$ cat src/rtl/vec_chunk_sequencer.sv
// Steps one vector instruction held in Execute across the LANES-wide datapath,
// one chunk (base index + lane mask) per accepted cycle, freezing F/D/E meanwhile.
module vec_chunk_sequencer #(
    parameter int VLEN  = 16,
    parameter int LANES = 4,
    localparam int IDXW = $clog2(VLEN)
) (
    input  logic             clk,
    input  logic             reset,
    input  logic             StartE,
    input  logic [IDXW:0]    VlE,
    input  logic             MemOpE,
    input  logic             MemReadyM,
    input  logic             FlushE,
    output logic             ChunkValid,
    output logic [IDXW-1:0]  ChunkBase,
    output logic [LANES-1:0] LaneMask,
    output logic             ChunkLast,
    output logic             StallSeq,
    output logic             DoneE
);

    typedef enum logic [1:0] {IDLE, RUN, DONE} state_t;

    localparam logic [IDXW:0]   VlMax     = (IDXW+1)'(VLEN);
    localparam logic [IDXW:0]   LanesWide = (IDXW+1)'(LANES);
    localparam logic [IDXW-1:0] LanesStep = IDXW'(LANES);

    state_t          stateReg;
    logic [IDXW-1:0] baseReg;
    logic [IDXW:0]   vlReg;
    logic            memopReg;

    logic            inRun;
    logic            accept;
    logic            lastChunk;
    logic [IDXW:0]   baseWide;
    logic [IDXW:0]   vlClamped;

    assign inRun     = (stateReg == RUN);
    // One extra bit so base+LANES reaching VLEN compares correctly instead of wrapping.
    assign baseWide  = {1'b0, baseReg};
    assign lastChunk = (baseWide + LanesWide) >= vlReg;
    assign accept    = inRun & (~memopReg | MemReadyM) & ~FlushE;
    assign vlClamped = (VlE > VlMax) ? VlMax : VlE;

    generate
        for (genvar gi = 0; gi < LANES; gi++) begin : g_lane
            assign LaneMask[gi] = inRun & ((baseWide + (IDXW+1)'(gi)) < vlReg);
        end
    endgenerate

    assign ChunkValid = inRun;
    assign ChunkBase  = inRun ? baseReg : '0;
    assign ChunkLast  = inRun & lastChunk;
    assign DoneE      = (stateReg == DONE);
    // Combinational so the pipeline is already frozen in the cycle the op is first seen.
    assign StallSeq   = ((stateReg == IDLE) & StartE & ~FlushE) | inRun;

    always_ff @(posedge clk) begin
        if (reset) begin
            stateReg <= IDLE;
            baseReg  <= '0;
            vlReg    <= '0;
            memopReg <= 1'b0;
        end else begin
            case (stateReg)
                IDLE: begin
                    if (StartE && !FlushE) begin
                        if (VlE != '0) begin
                            vlReg    <= vlClamped;
                            memopReg <= MemOpE;
                            baseReg  <= '0;
                            stateReg <= RUN;
                        end else begin
                            stateReg <= DONE;
                        end
                    end
                end
                RUN: begin
                    if (FlushE) begin
                        baseReg  <= '0;
                        stateReg <= IDLE;
                    end else if (accept) begin
                        if (lastChunk) begin
                            stateReg <= DONE;
                        end else begin
                            baseReg <= baseReg + LanesStep;
                        end
                    end
                end
                DONE: begin
                    // StartE here is still the finishing instruction, never a new one.
                    baseReg  <= '0;
                    stateReg <= IDLE;
                end
                default: stateReg <= IDLE;
            endcase
        end
    end

endmodule

$ cat config.mk
export PLATFORM = sky130hd
export DESIGN_NAME = vec_chunk_sequencer
export DESIGN_NICKNAME = d
export VERILOG_FILES = /design/src/rtl/vec_chunk_sequencer.sv
export SDC_FILE = /design/constraint.sdc
export NUM_CORES = 1
export LEC_CHECK = 0
export CORE_AREA = 2 2 47 49
export CTS_CLUSTER_DIAMETER = 200
export CTS_CLUSTER_SIZE = 8
export DETAILED_ROUTE_END_ITERATION = 16
export DIE_AREA = 0 0 49 51
export GPL_TIMING_DRIVEN = 0
export PLACE_DENSITY = 0.72
export SLEW_MARGIN = 20
export SYNTH_ARGS = -nofsm -noshare
export SYNTH_HDL_FRONTEND = slang
export SYNTH_SLANG_ARGS = --single-unit
$ cat constraint.sdc
create_clock -name clk -period 5.5 [get_ports clk]
set_clock_uncertainty 0.2 [all_clocks]
set_input_delay 1.1 -clock clk [delete_from_list [all_inputs] [get_ports clk]]
set_output_delay 1.1 -clock clk [all_outputs]
set_load 0.02 [all_outputs]
==> impl_metrics.csv <==
group,metric,value,unit
status,run_status,"complete, no violations",
setup_path,critical_path.max_fanout,6,
detailed_routing,drt_iter0_markers,10,
cts,worstSkewPairLatency,0.26,ns
timing,final_min_period_over_clock_period,72.5,%
cts,hold_buf_cts,0,
floorplanning,die_footprint,0.00250,mm²
yosys,syn_area_per_cell,8.25,µm²
setup_path,timing.rr.start,"baseReg[2]",
layout,utilization,55.1,%
timing,timing_worst_slew_pin_value,0.575,ns
detailed_routing,dr.pass1.iters,6,
yosys,synth_top_area_cell,"dfxtp_1",
global_route,first_pass_grt_wire_length,3080,µm
cts,tritoncts,"built",
yosys,yosys_register_bits,10,
setup_path,worstSetupEndpoint,"StallSeq",
setup_path,regToRegSetupSlack,3.31,ns
yosys,synth.cell_area,858,µm²
placement,hpwl,1480,µm
cts,cts_buffer_depth,2,
cts,cts_inserted_buffers,3,
floorplanning,io_pins,23,
detailed_routing,ant_nets,0,
timing,grt_setup_unrepaired,"no",
layout,filler_cell_count,213,
floorplanning,die_width,49,µm
yosys,ys_seq_area_share,23.3,%
yosys,synthArstFlopShare,0,%
yosys,synth-main-ff-cell,"dfxtp_1",
detailed_routing,route.detailed.wl_per_inst,11.3,µm
layout,final-seq-area,200,µm²
global_route,gr-total-overflow,0,
cts,post_cts_buffers,0,
timing,finalHoldViolCount,0,
hold_path,min_path_type,"reg2reg",
cts,clk_pin_slew_worst_setup_hold_paths,0.07,ns
cts,number_of_h_tree_branching_levels,1,
floorplanning,floorplan.die.height,51,µm
layout,fin_nets,152,
global_route,grt_max_degree,11,
yosys,synth_cells,104,
placement,quantity_of_i_o_buffers_inserted_on_ports,20,
layout,area_delta_synth_final,32.5,%
global_route,track_usage,15.5,%
setup_path,critical_path_class,"in2out",
yosys,synth_top_cells_by_area,"dfxtp_1 (23%), ha_1 (15%), nand2b_1 (6.6%), a21oi_1 (4.7%), o21ai_0 (4.7%)",
detailed_routing,routed_wirelength,1780,µm
setup_path,timing.critical_path.arrival,2.69,ns
power,max-vdd-ir-drop,0.000117,V
layout,antenna_cells_inserted,0,
setup_path,critical_path.endpoint_type,"primary output",
power,power.static_leakage,0.433,nW
cts,cts_resized,0,
setup_path,critical_path.reg2reg.endpoint,"baseReg[2]",
setup_path,cp_data_required_time,4.20,ns
yosys,netlist.area_leader.share,23.3,%
timing,relSlewSlack,61.5,%
yosys,synth.lib_cells_used.distinct,36,
yosys,yosys-top-cells-count,"dfxtp_1 (10), ha_1 (10), nand2b_1 (9)",
timing,timing.final.max_slew_violations,0,
layout,multi_input_area,608,µm²
detailed_routing,routed-via-count,804,
timing,layout_min_cycle_time,3.99,ns
setup_path,setup.worst_path.start_class,"input pin",
floorplanning,placeableCoreArea,0.00206,mm²
floorplanning,floorplan.initialDensity,41.6,%
layout,final_layout_size_suffix_gt1_share,13.1,%
yosys,synth_warn,0,
detailed_routing,detail_route.drc_violations,0,
timing,fin_tns_setup,0,ns
setup_path,crit_path_start,"FlushE",
timing,report.final.setup_viol,0,
global_route,first_global_vias,753,
job,drv.max_cap_violation_count,0,
global_route,grt_antenna_before_repair,0,
cts,total_number_of_clock_tree_sinks,10,
placement,gp_routability_congestion,0.804,
timing,hold_slack_final,0.280,ns
setup_path,timing.reg2reg.worst_path_depth,6,
layout,postLayoutCellArea,0.00114,mm²
cts,clk_root_buffer_cell,"clkbuf_4",
power,power-per-cell-area,177,mW/mm²
placement,placement.cell_area,0.00110,mm²
detailed_routing,via_per_inst,5.09,
timing,peak_freq,251,MHz
floorplanning,placement_rows,17,
yosys,synth_edf_count,0,
how the worst min path moves through the flow:
stage | slack [ns] | depth (start not counted) | endpoint | startpoint
final | 0.28 | 2 | vlReg[2] | vlReg[2]
after floorplan | 0.25 | 2 | vlReg[2] | vlReg[2]
after detailed placement | 0.27 | 2 | vlReg[2] | vlReg[2]
after global routing | 0.30 | 2 | vlReg[3] | vlReg[3]
after CTS | 0.28 | 2 | vlReg[2] | vlReg[2]
after global placement | 0.27 | 2 | vlReg[4] | vlReg[4]
final cells by class:
class	instances	area share (%)
buffer	5	3.08
clock buffer	4	3.19
inverter	6	1.98
multi-input combinational	85	53.5
sequential	10	17.6
tap	28	3.08
timing repair buffer	20	17.6
metal layers:
| metal | GRT usage, % | up-vias | wire [µm] |
|---|---|---|---|
| met1 | 17.8 | 356 | 830 |
| met5 | 0 | - | 0 |
| met2 | 29.2 | 21 | 872 |
| met3 | 2.63 | 2 | 71 |
| met4 | 5.24 | 0 | 6 |
| li1 | - | 425 | - |
flip-flops by register name (all words and copies together), names as in the netlist:
register	cells
vlReg	5
memopReg	1
stateReg	2
baseReg	2
worst max-delay path: stages:
cell and delay, ns:
clkdlybuf4s50_1 0.45, and2b_2 0.28, nand2_1 0.13, nand2_1 0.11, clkdlybuf4s50_1 0.61
through the flow:
stage / total power [mW] / worst slack, ns / std cells
floorplan: 0.114 / 2.49 / 106
global placement: 0.134 / 1.53 / 154
detailed placement: 0.136 / 1.53 / 154
CTS: 0.203 / 1.52 / 158
global route: 0.212 / 1.42 / 158
finish: 0.202 / 1.51 / 158
where the power goes:
group,internal (mW),switching [mW]
clock network,0.0401,0.0275
logic,0.0277,0.0299
registers,0.0749,0.00162
layout by cell type (no fill, tap or decap), types with 2 or more instances in the layout:
master	n
o21ai_0	8
o32ai_1	3
buf_4	3
clkdlybuf4s50_1	20
nand2b_1	9
nand2_1	6
a21oi_1	8
conb_1	3
clkbuf_4	3
a211oi_1	2
ha_1	10
nor3_1	4
nor2_1	8
dfxtp_1	10
nand3b_1	4
inv_1	6
kinds of logic after synthesis:
family | count (synthesis) | synth area share (%)
buf+inv | 11 | 6.70
simple gates | 42 | 28.7
flops | 10 | 23.3
other cells | 1 | 0.437
mux | 1 | 1.17
fa+ha+maj | 10 | 14.6
compound gates | 29 | 25.1
Note: power is estimated with default switching activity, not from simulation.
